--- src/rtl/gpio_count_port.sv ---
// GPIO pad port with a free-running counter, pad write (load) and pad read.
// Define GPIO_SYNC_2FF_EN for two-stage input synchronisers (default: one stage).
module gpio_count_port #(
  parameter int WIDTH = 34
) (
  input  logic             clk_i,
  input  logic             rst_n,
  input  logic             web_i,
  input  logic             oeb_i,
  input  logic [WIDTH-1:0] bus_i,
  output logic [WIDTH-1:0] bus_o,
  output logic             bus_oe_o,
  output logic [WIDTH-1:0] count_o,
  output logic             load_o
);

  typedef enum logic [1:0] {
    COUNT = 2'd0,
    LOAD  = 2'd1,
    READ  = 2'd2
  } state_t;

  state_t           state;
  logic             web_s;
  logic             oeb_s;
  logic [WIDTH-1:0] bus_s;
  logic [WIDTH-1:0] count;

`ifdef GPIO_SYNC_2FF_EN
  logic             web_m;
  logic             oeb_m;
  logic [WIDTH-1:0] bus_m;

  always_ff @(posedge clk_i or negedge rst_n) begin
    if (!rst_n) begin
      web_m <= 1'b1;
      oeb_m <= 1'b1;
      bus_m <= '0;
      web_s <= 1'b1;
      oeb_s <= 1'b1;
      bus_s <= '0;
    end else begin
      web_m <= web_i;
      oeb_m <= oeb_i;
      bus_m <= bus_i;
      web_s <= web_m;
      oeb_s <= oeb_m;
      bus_s <= bus_m;
    end
  end
`else
  always_ff @(posedge clk_i or negedge rst_n) begin
    if (!rst_n) begin
      web_s <= 1'b1;
      oeb_s <= 1'b1;
      bus_s <= '0;
    end else begin
      web_s <= web_i;
      oeb_s <= oeb_i;
      bus_s <= bus_i;
    end
  end
`endif

  // Write always wins over read; LOAD keeps sampling the bus until web_s rises.
  always_ff @(posedge clk_i or negedge rst_n) begin
    if (!rst_n) begin
      state  <= COUNT;
      count  <= '0;
      load_o <= 1'b0;
    end else begin
      load_o <= 1'b0;
      case (state)
        COUNT: begin
          count <= count + WIDTH'(1);
          if (!web_s) begin
            state <= LOAD;
          end else if (!oeb_s) begin
            state <= READ;
          end
        end
        LOAD: begin
          count <= bus_s;
          if (web_s) begin
            state  <= COUNT;
            load_o <= 1'b1;
          end
        end
        READ: begin
          count <= count + WIDTH'(1);
          if (!web_s) begin
            state <= LOAD;
          end else if (oeb_s) begin
            state <= COUNT;
          end
        end
        default: state <= COUNT;
      endcase
    end
  end

  // Raw web_i gates the driver so a pad write releases the bus before sync.
  assign bus_oe_o = (state == READ) && web_i;
  assign bus_o    = count;
  assign count_o  = count;

endmodule

--- config.mk ---
export PLATFORM = sky130hd
export DESIGN_NAME = gpio_count_port
export DESIGN_NICKNAME = d
export VERILOG_FILES = /design/src/rtl/gpio_count_port.sv
export SDC_FILE = /design/constraint.sdc
export NUM_CORES = 1
export LEC_CHECK = 0
export CORE_ASPECT_RATIO = 0.5
export CORE_UTILIZATION = 50
export DETAILED_ROUTE_END_ITERATION = 6
export GPL_ROUTABILITY_DRIVEN = 0
export PLACE_DENSITY = 0.94
export SLEW_MARGIN = 20
export SYNTH_ARGS = -nofsm -noshare
export SYNTH_HDL_FRONTEND = slang
export SYNTH_SLANG_ARGS = --single-unit
export TNS_END_PERCENT = 1
--- constraint.sdc ---
create_clock -name clk_i -period 5.1 [get_ports clk_i]
set_input_delay 0.765 -clock clk_i [delete_from_list [all_inputs] [get_ports clk_i]]
set_output_delay 0.765 -clock clk_i [all_outputs]
set_load 0.01 [all_outputs]
==> metrics.log, run 1 <==
[metrics] First-pass DRT Iterations: 5
[metrics] worst-path maximum fanout: 26
[metrics] Tmin final: 3660 ps
[metrics] Synth Instances: 310
[metrics] total clock sinks: 73
[metrics] vias in the first global route: 2849
[metrics] share of the clock period used by the worst path after layout: 0.717
[metrics] Layout Cells excl Fill: 476
[metrics] Worst Skew: 6.91 ps
[metrics] number of hold buffers added after cts: 0
[metrics] Post-Syn Area: 3390 µm²
[metrics] status: finished, final reports clean
[metrics] Initial Utilization: 0.537
[metrics] Worst-Margin Slew: 1120 ps
[metrics] CTS buffer count: 9
[metrics] remaining global-route overflow: 0
[metrics] Slew Viols, Final: 0
[metrics] floorplan row count: 20
[metrics] number of enable flip-flop cells after synthesis: 0
[metrics] pin count of the biggest net entering global routing: 48
[metrics] cell types with the largest area share after synthesis: sky130_fd_sc_hd__dfrtp_1 52%, sky130_fd_sc_hd__buf_4 7.8%, sky130_fd_sc_hd__nor2_1 2.9%
[metrics] cell with the most instances after synthesis: sky130_fd_sc_hd__dfrtp_1
[metrics] kind of start point of the critical path: register
[metrics] static leakage: 1.81 nW
[metrics] IO Count: 108
[metrics] number of remaining DRC errors: 0
[metrics] number of H-tree levels: 3
[metrics] worst skew pair latency: 340 ps
[metrics] DRT Wirelength: 9300 µm
[metrics] number of library cell types mapped by synthesis: 51
[metrics] wire length of the first global-routing pass: 14500 µm
[metrics] maximum single-stage delay on the critical path: 920 ps
[metrics] final setup TNS: 0 ps
[metrics] fraction of registers with async set or reset after synthesis: 1.00
[metrics] Worst IR Drop VDD: 0.228 mV
[metrics] Critical-path top delay cell: sky130_fd_sc_hd__dfrtp_1
[metrics] most congested layer reported by global routing: met2
[metrics] core outline area: 6310 µm²
[metrics] register area share after synthesis: 0.540
[metrics] die area: 7120 µm²
[metrics] number of input and output port buffers inserted: 107
[metrics] met3 usage: 0.0830
[metrics] clock tree from TritonCTS: yes
[metrics] drt wl/cell: 19.5 µm
[metrics] kind of end point of the critical path: output port
[metrics] final net count: 422
[metrics] number of antenna violations at the first check in global routing: 0
[metrics] top-area cell type share of the netlist area: 0.525
[metrics] leading post-synthesis cells by instance count: 71 x sky130_fd_sc_hd__dfrtp_1, 35 x sky130_fd_sc_hd__buf_4, 26 x sky130_fd_sc_hd__nor2_1
[metrics] fraction of layout instances using a drive strength above 1: 0.0954
[metrics] buffers inserted by post-CTS timing repair: 0
[metrics] root cell of the clock tree: sky130_fd_sc_hd__clkbuf_16
[metrics] total placed cells including tap cells: 460
[metrics] number of DRC markers in iteration 0: 333
[metrics] Die Span X: 118 µm
[metrics] met2 Track Usage GR: 0.482
[metrics] cell type contributing the most total cell area after synthesis: sky130_fd_sc_hd__dfrtp_1
[metrics] predominant post-synthesis flop cell: sky130_fd_sc_hd__dfrtp_1
[metrics] global routing usage on met1: 0.322
[metrics] all-layer global routing usage: 0.276
[metrics] Final Hold Violating Endpoints: 0
[metrics] area growth from synthesis to final layout: 33.9%
[metrics] worst-case clock buffer depth: 2
[metrics] power density over the cells: 379 nW/µm²
[metrics] Hold Path Class: input port to async pin
[metrics] Die Height: 60.2 µm
[metrics] CP Buf/Inv Count: 2
[metrics] average instance area after synthesis: 10.9 µm²
[metrics] Final setup viols: 0
[metrics] kind of cell with the highest combined delay on the critical path: buffers and inverters
[metrics] critical path arrival: 2890 ps
[metrics] Crit Path Class: register to output port
[metrics] critical-path cell list: clkinv_1 > and3_1 > clkdlybuf4s50_1
[metrics] DP HPWL: 5940 µm
[metrics] # Max-Cap Violations: 0
[metrics] count of inserted antenna diode cells: 0
[metrics] maximum clock rate: 273 MHz
[metrics] via count of the routed design: 2946
[metrics] number of nets with antenna violations after routing: 0
[metrics] Gates resized, CTS repair: 0
[metrics] Clk pin slew, worst setup/hold paths: 60 ps
[metrics] Worst Path Required: 4340 ps
[metrics] relative slew slack: 0.255
[metrics] setup repair after global routing missed its margin: false
[metrics] syn nets: 349
[metrics] #FFs+latches synth: 73
[metrics] count of warnings emitted by yosys: 0
[metrics] via/cell ratio: 6.19
[stage by stage]
| stage | area [µm²] | setup slack, ps | hold WS [ps] | total power, mW | utilization |
|---|---|---|---|---|---|
| floorplan | 3390 | 3210 | 435 | 0.907 | - |
| finish | 4530 | 1440 | 420 | 1.72 | 0.719 |
| detailed placement | 4240 | 1920 | 451 | 1.09 | 0.673 |
| global placement | 4240 | 2010 | 447 | 1.07 | 0.673 |
| CTS | 4530 | 1490 | 435 | 1.72 | 0.719 |
| global route | 4530 | 1340 | 469 | 1.77 | 0.719 |
[cell families after synthesis]
logic type,after synthesis,synth area share
simple gates,111,0.200
fa+ha+maj,1,0.00369
mux,3,0.00887
buf+inv,52,0.103
flops,73,0.540
compound gates,67,0.136
xor+xnor,3,0.00776
[state kept, by name, indices dropped and copies added (netlist names)]
register / cells
bus_o: 34
bus_s: 34
load_o: 1
oeb_s: 1
state: 2
web_s: 1
[path summary, 6_finish.rpt]
path                                    endpoint  slack (ps)  depth (start not counted)                 start
setup reg to reg           bus_o[17]$_DFFE_PN0P_        1990                          4  state[0]$_DFFE_PN0P_
hold / removal              bus_o[1]$_DFFE_PN0P_         420                          1                 rst_n
hold reg to reg            bus_o[22]$_DFFE_PN0P_         460                          1   bus_s[22]$_DFF_PN0_
max in group asynchronous    bus_s[23]$_DFF_PN0_        3680                          2                 rst_n
min in group clk_i         bus_o[22]$_DFFE_PN0P_         460                          1   bus_s[22]$_DFF_PN0_
setup / recovery                        bus_oe_o        1440                          3  state[0]$_DFFE_PN0P_
[layout make-up]
cell class                 instances  area [µm²]
sequential                        73        1830
fill                             413        1770
multi-input combinational        185        1210
timing repair buffer             108        1070
clock buffer                      13         250
tap                               88         110
clock inverter                     3        40.0
inverter                           6        22.5
[cells in the final DEF, fill, tap and decap left out, types with 3 or more instances in the layout]
cell type / count
sky130_fd_sc_hd__dfrtp_1: 71
sky130_fd_sc_hd__o21ai_0: 8
sky130_fd_sc_hd__nor3_1: 9
sky130_fd_sc_hd__a21oi_1: 19
sky130_fd_sc_hd__nor2_2: 4
sky130_fd_sc_hd__nand2_1: 12
sky130_fd_sc_hd__nand3_1: 9
sky130_fd_sc_hd__clkdlybuf4s50_1: 106
sky130_fd_sc_hd__a311oi_1: 6
sky130_fd_sc_hd__and2_1: 3
sky130_fd_sc_hd__inv_1: 5
sky130_fd_sc_hd__clkbuf_1: 3
sky130_fd_sc_hd__nor2_1: 26
sky130_fd_sc_hd__nor2b_1: 4
sky130_fd_sc_hd__clkbuf_16: 9
sky130_fd_sc_hd__mux2i_1: 3
sky130_fd_sc_hd__a211oi_1: 11
sky130_fd_sc_hd__and3_1: 5
sky130_fd_sc_hd__nand3_2: 3
sky130_fd_sc_hd__and4_1: 4
sky130_fd_sc_hd__o22ai_1: 6
sky130_fd_sc_hd__a31oi_1: 3
sky130_fd_sc_hd__nand4_1: 15
sky130_fd_sc_hd__xor2_1: 3
sky130_fd_sc_hd__o221a_2: 3
[power breakdown]
part           switching (mW)  internal (mW)  leakage [nW]
Combinational           0.170          0.201         0.826
Sequential             0.0886          0.634         0.841
Clock                   0.236          0.391         0.144
[routing by layer]
metal,part of all wire,vias up
li1,-,1252
met1,0.38,1459
met2,0.50,195
met3,0.091,40
met4,0.030,0
met5,0,-
No activity file was read; power rests on OpenSTA's default activity.
==> run 2: changes to the inputs <==
- CORE_UTILIZATION: 50 -> 42
- PLACE_DENSITY: 0.94 -> 0.86
- clock period: 5.1 -> 3.25 ns (I/O delays scaled with it)
==> run 2 against run 1 <==
Compared with the run above: first-iteration DRC count fell by 3.9%; worst setup slack got worse by 540 ps; clock-buffer cell count fell by 3; register-to-register slack got worse by 1000 ps; sequential power is 57% higher; design area rose by 1.8%; cell count grew 4.8%; global-route usage shrank 5.4 points; combinational power rose by 55%; largest power group unchanged; highest routed layer unchanged.
==> metrics.log, run 2 (synthesized netlist as in run 1, its figures left out) <==
[metrics] status: finished, final reports clean
[metrics] worst-path maximum fanout: 14 (-46%)
[metrics] die area: 8450 µm² (+19%)
[metrics] Final Hold Violating Endpoints: 0 (unchanged)
[metrics] remaining global-route overflow: 0 (unchanged)
[metrics] kind of start point of the critical path: register
[metrics] commonest non-fill, non-tap cell in the layout: sky130_fd_sc_hd__clkdlybuf4s50_1
[metrics] floorplan row count: 22 (+10%)
[metrics] number of hold buffers added after cts: 0 (unchanged)
[metrics] critical path arrival: 1860 ps (-1030 ps)
[metrics] Slew Viols, Final: 0 (unchanged)
[metrics] kind of cell with the highest combined delay on the critical path: flip-flops
[metrics] Tmin final: 2350 ps
[metrics] Initial Utilization: 0.447 (-0.0896)
[metrics] DRT Wirelength: 8590 µm (-7.6%)
[metrics] number of antenna violations at the first check in global routing: 0 (unchanged)
[metrics] number of nets with antenna violations after routing: 0 (unchanged)
[metrics] via count of the routed design: 2750 (-6.7%)
[metrics] number of input and output port buffers inserted: 107 (unchanged)
[metrics] buffers inserted by post-CTS timing repair: 0 (unchanged)
[metrics] kind of end point of the critical path: output port
[metrics] maximum clock rate: 426 MHz
[metrics] Worst IR Drop VDD: 0.263 mV (+15%)
[metrics] final setup TNS: 0 ps (unchanged)
[metrics] static leakage: 1.84 nW (+1.4%)
[metrics] Die Span X: 129 µm (+9.0%)
[metrics] area growth from synthesis to final layout: 36.3%
[metrics] smallest hold slack: 127 ps (-294 ps)
[metrics] fraction of layout instances using a drive strength above 1: 0.110 (+0.0146)
[metrics] Critical-path top delay cell: sky130_fd_sc_hd__dfrtp_1
[metrics] root cell of the clock tree: sky130_fd_sc_hd__clkbuf_16
[metrics] number of DRC markers in iteration 0: 320 (-3.9%)
[metrics] worst setup slack after layout: 901 ps (-541 ps)
[metrics] Worst Path Required: 2760 ps (-1580 ps)
[metrics] Crit Path Class: register to output port
[metrics] worst-case clock buffer depth: 2 (unchanged)
[metrics] total clock sinks: 73 (unchanged)
[metrics] maximum single-stage delay on the critical path: 680 ps (-240 ps)
[metrics] Worst-Margin Slew: 885 ps (-233 ps)
[metrics] Die Height: 65.5 µm (+8.8%)
[metrics] critical-path cell list: clkinv_1 > and3_1 > clkdlybuf4s50_1
[metrics] CP Buf/Inv Count: 2 (unchanged)
[metrics] Gates resized, CTS repair: 0 (unchanged)
[metrics] via/cell ratio: 5.51 (-11%)
[metrics] relative slew slack: 0.409 (+0.154)
[metrics] drt wl/cell: 17.2 µm (-12%)
[metrics] setup repair after global routing missed its margin: false
[metrics] Hold Path Class: input port to async pin
[metrics] IO Count: 108 (unchanged)
[metrics] power share of the combinational group: 0.209 (-0.006)
[metrics] pin count of the biggest net entering global routing: 28 (-42%)
[metrics] vias in the first global route: 2702 (-5.2%)
[metrics] final core utilization: 0.610 (-0.109)
[metrics] commonest non-fill, non-tap cells in the layout: 106 x sky130_fd_sc_hd__clkdlybuf4s50_1, 71 x sky130_fd_sc_hd__dfrtp_1, 26 x sky130_fd_sc_hd__nor2_1
[metrics] number of H-tree levels: 3 (unchanged)
[metrics] clock tree from TritonCTS: yes
[metrics] share of power burned in registers: 0.410 (-0.010)
[metrics] count of inserted antenna diode cells: 0 (unchanged)
[metrics] core outline area: 7570 µm² (+20%)
[metrics] Final setup viols: 0 (unchanged)
[metrics] reported net switching power: 0.753 mW (+52%)
[metrics] share of the clock period used by the worst path after layout: 0.723
[metrics] worst skew pair latency: 340 ps (about the same)
[metrics] final net count: 426 (+0.95%)
[metrics] First-pass DRT Iterations: 4 (-1)
[metrics] # Max-Cap Violations: 0 (unchanged)
[metrics] all-layer global routing usage: 0.222 (-0.0541)
[metrics] placement-stage worst setup slack: 1060 ps (-856 ps)
[metrics] CTS buffer count: 9 (unchanged)
[metrics] power density over the cells: 596 nW/µm² (+57%)
[metrics] DP HPWL: 5900 µm (-0.75%)
[metrics] switching fraction of total power: 0.274 (-0.0137)
[metrics] Int Pwr: 2.00 mW (+63%)
[metrics] worst setup slack for register-to-register paths: 970 ps (-1020 ps)
[metrics] Worst Skew: 8.46 ps (+1.56 ps)
[metrics] Clk pin slew, worst setup/hold paths: 60 ps (about the same)
[metrics] wire length of the first global-routing pass: 13800 µm (-4.8%)
[metrics] number of remaining DRC errors: 0 (unchanged)
[metrics] part of the total power dissipated in the clock network: 0.381 (+0.017)
[run 2: changes by cell type in the layout (fill, tap and decap cells not counted)]
cell,previous run,this run
sky130_fd_sc_hd__clkinvlp_4,0,2
sky130_fd_sc_hd__buf_4,1,5
sky130_fd_sc_hd__clkinv_2,2,1
sky130_fd_sc_hd__clkbuf_1,3,0
sky130_fd_sc_hd__bufinv_16,1,2
[run 2: metrics by stage]
step | instances | total power, mW | cell area (µm²)
floorplan | 310 | 1.42 | 3390
global placement | 484 | 1.69 | 4300
detailed placement | 484 | 1.71 | 4300
CTS | 499 | 2.76 | 4620
global route | 499 | 2.87 | 4620
finish | 499 | 2.75 | 4620
[run 2: worst paths after layout]
check                                     start               endpoint  cells past startpoint
setup reg to reg           state[0]$_DFFE_PN0P_  bus_o[29]$_DFFE_PN0P_                      5
hold reg to reg              bus_s[3]$_DFF_PN0_   bus_o[3]$_DFFE_PN0P_                      2
max in group asynchronous                 rst_n        oeb_s$_DFF_PN1_                      2
min in group clk_i           bus_s[3]$_DFF_PN0_   bus_o[3]$_DFFE_PN0P_                      2
setup / recovery           state[0]$_DFFE_PN0P_               bus_oe_o                      3
hold / removal                            rst_n    bus_s[10]$_DFF_PN0_                      1
[run 2: power by group through the flow]
stage                     clock network [mW]  registers, mW  logic, mW
final                                   1.05           1.13      0.574
after global routing                    1.10           1.15      0.615
after CTS                               1.06           1.13      0.577
after detailed placement                   0           1.14      0.570
after global placement                     0           1.14      0.556
after floorplan                            0           1.13      0.290
[run 2: cell type report]
| cell class | instances | area [µm²] |
|---|---|---|
| Timing Repair Buffer | 112 | 1100 |
| Sequential cell | 73 | 1830 |
| Clock buffer | 10 | 239 |
| Inverter | 6 | 22.5 |
| Multi-Input combinational cell | 185 | 1210 |
| Fill cell | 585 | 2950 |
| Clock inverter | 5 | 80.1 |
| Tap cell | 108 | 135 |
[run 2: layer usage]
| metal | share of wire | global-route usage |
|---|---|---|
| met1 | 0.40 | 0.281 |
| met4 | 0.020 | 0.0853 |
| met5 | 0 | 0 |
| met3 | 0.091 | 0.0749 |
| met2 | 0.49 | 0.354 |
[run 2: worst reg2reg max path: stages, from the launching register on]
cell and delay (ps):
sky130_fd_sc_hd__dfrtp_1 680, sky130_fd_sc_hd__clkinv_1 180, sky130_fd_sc_hd__buf_4 240, sky130_fd_sc_hd__nor2_2 690
sky130_fd_sc_hd__nor3_1 180, sky130_fd_sc_hd__a211oi_1 230
==> run 3: changes to the inputs <==
- CORE_UTILIZATION: 42 -> 46
- PLACE_DENSITY: 0.86 -> 0.89
- clock period: 3.25 -> 2.2 ns (I/O delays scaled with it)
==> run 3 against run 2 <==
Compared with the run above: worst setup slack lost 720 ps; highest routed layer unchanged; largest cell class unchanged; cell count shrank 1.0%; register-to-register slack lost 790 ps; critical path depth grew 2.
==> metrics.log, run 3 (synthesized netlist as in run 1, its figures left out) <==
[metrics] status: finished, final reports clean
[metrics] Worst Path Required: 2420 ps (-340 ps)
[metrics] Critical-path top delay cell: sky130_fd_sc_hd__dfrtp_1
[metrics] static leakage: 1.89 nW (+3.0%)
[metrics] met2 Track Usage GR: 0.375 (+0.0209)
[metrics] Hold Path Depth: 1
[metrics] wire length of the first global-routing pass: 14400 µm (+4.8%)
[metrics] number of nets with antenna violations after routing: 0 (unchanged)
[metrics] die area: 7730 µm² (-8.5%)
[metrics] count of inserted antenna diode cells: 0 (unchanged)
[metrics] commonest non-fill, non-tap cells in the layout: 106 x sky130_fd_sc_hd__clkdlybuf4s50_1, 71 x sky130_fd_sc_hd__dfrtp_1, 26 x sky130_fd_sc_hd__nor2_1
[metrics] Worst setup endpoint: bus_o[16]$_DFFE_PN0P_
[metrics] area growth from synthesis to final layout: 38.5%
[metrics] number of DRC markers in iteration 0: 261 (-18%)
[metrics] kind of end point of the critical path: register
[metrics] met3 usage: 0.0995 (+0.0245)
[metrics] Die Span X: 123 µm (-4.4%)
[metrics] kind of start point of the critical path: register
[metrics] number of remaining DRC errors: 0 (unchanged)
[metrics] via/cell ratio: 5.80 (+5.3%)
[metrics] number of input and output port buffers inserted: 107 (unchanged)
[metrics] pin count of the biggest net entering global routing: 51 (+82%)
[metrics] DP HPWL: 6430 µm (+9.0%)
[metrics] IO Count: 108 (unchanged)
[metrics] Worst Skew: 6.11 ps (-2.36 ps)
[metrics] maximum clock rate: 495 MHz
[metrics] First-pass DRT Iterations: 5 (+1)
[metrics] clock tree from TritonCTS: yes
[metrics] most congested layer reported by global routing: met2
[metrics] worst-path maximum fanout: 12 (-2)
[metrics] worst-case clock buffer depth: 2 (unchanged)
[metrics] relative slew slack: 0.634 (+0.225)
[metrics] core outline area: 6880 µm² (-9.1%)
[metrics] launch point of the worst reg-to-reg path: bus_o[6]$_DFFE_PN0P_
[metrics] global routing usage on met1: 0.341 (+0.0599)
[metrics] startpoint of the most critical setup path: bus_o[6]$_DFFE_PN0P_
[metrics] CTS buffer count: 9 (unchanged)
[metrics] buffers inserted by post-CTS timing repair: 0 (unchanged)
[metrics] floorplan row count: 21 (-4.5%)
[metrics] number of antenna violations at the first check in global routing: 0 (unchanged)
[metrics] maximum single-stage delay on the critical path: 510 ps (-170 ps)
[metrics] final net count: 436 (+2.3%)
[metrics] fraction of layout instances using a drive strength above 1: 0.134 (+0.0244)
[metrics] drt wl/cell: 18.6 µm (+8.1%)
[metrics] Clk pin slew, worst setup/hold paths: 60 ps (about the same)
[metrics] Hold Path Class: input port to register
[metrics] critical-path cell list: nand4_4 > nor3_4 > nand3_1 > or3b_1 > o221a_2
[metrics] commonest non-fill, non-tap cell in the layout: sky130_fd_sc_hd__clkdlybuf4s50_1
[metrics] # Max-Cap Violations: 0 (unchanged)
[metrics] critical path arrival: 2240 ps (+380 ps)
[metrics] power density over the cells: 870 nW/µm² (+46%)
[metrics] share of the clock period used by the worst path after layout: 0.919
[metrics] final core utilization: 0.681 (+0.0713)
[metrics] placement-stage worst setup slack: 137 ps (-927 ps)
[metrics] Tmin final: 2020 ps
[metrics] root cell of the clock tree: sky130_fd_sc_hd__clkbuf_16
[metrics] final setup TNS: 0 ps (unchanged)
[metrics] worst setup slack after layout: 178 ps (-723 ps)
[metrics] Worst-Margin Slew: 549 ps (-337 ps)
[metrics] number of cells on the worst reg-to-reg path: 5 (unchanged)
[metrics] setup repair after global routing missed its margin: false
[metrics] worst setup slack for register-to-register paths: 180 ps (-790 ps)
[metrics] vias in the first global route: 2755 (+2.0%)
[metrics] via count of the routed design: 2867 (+4.3%)
[metrics] remaining global-route overflow: 0 (unchanged)
[metrics] Initial Utilization: 0.492 (+0.0445)
[metrics] DRT Wirelength: 9190 µm (+7.0%)
[metrics] Final Hold Violating Endpoints: 0 (unchanged)
[metrics] Slew Viols, Final: 0 (unchanged)
[metrics] Crit Path Class: register to register
[metrics] worst skew pair latency: 340 ps (about the same)
[metrics] number of H-tree levels: 3 (unchanged)
[metrics] RR Endpoint: bus_o[16]$_DFFE_PN0P_
[metrics] all-layer global routing usage: 0.257 (+0.0355)
[metrics] Final setup viols: 0 (unchanged)
[metrics] total clock sinks: 73 (unchanged)
[metrics] Worst IR Drop VDD: 0.394 mV (+50%)
[metrics] Die Height: 62.7 µm (-4.3%)
[run 3: per-stage QoR]
stage / hold slack (ps) / cell area [µm²] / total power [mW] / cells
final: 389 / 4690 / 4.08 / 494
after global routing: 390 / 4690 / 4.25 / 494
after CTS: 386 / 4680 / 4.09 / 494
after detailed placement: 338 / 4360 / 2.56 / 477
after global placement: 341 / 4360 / 2.54 / 477
after floorplan: 34.4 / 3390 / 2.10 / 310
[run 3: critical path: cells and delay by family, from the launching register on]
family / cells / cell delay, ps
simple gates: 4 / 1250
flops: 1 / 510
compound gates: 1 / 140
[run 3: report_power, final]
group,leakage [nW],internal [mW],switching (mW)
Clock,0.151,0.968,0.555
Sequential,0.841,1.47,0.180
Combinational,0.900,0.494,0.415
Total,1.89,2.93,1.15
[run 3: timing repair]
action	CTS	global route
gates resized for setup	0	1
endpoints found under the hold margin	21	0
endpoints found under the setup margin	0	1
hold buffers	1	0
[run 3: per-layer routing]
metal  routed length, µm  vias up
met2                4210      170
met5                   0        -
met1                3790     1398
li1                    -     1284
met3                 992       15
met4                 191        0
[run 3: how the worst min path moves through the flow]
stage,end,start
floorplan,bus_o[0]$_DFFE_PN0P_,rst_n
global placement,bus_s[18]$_DFF_PN0_,rst_n
detailed placement,bus_s[18]$_DFF_PN0_,rst_n
CTS,oeb_s$_DFF_PN1_,oeb_i
global route,oeb_s$_DFF_PN1_,oeb_i
finish,oeb_s$_DFF_PN1_,oeb_i
[run 3: area by class of cell]
type                            count  area [µm²]
Tap cell                           92         115
Fill cell                         476        2200
Sequential cell                    73        1830
Clock buffer                       12         267
Clock inverter                      4        50.0
Timing Repair Buffer              122        1190
Inverter                            6        22.5
Multi-Input combinational cell    185        1210
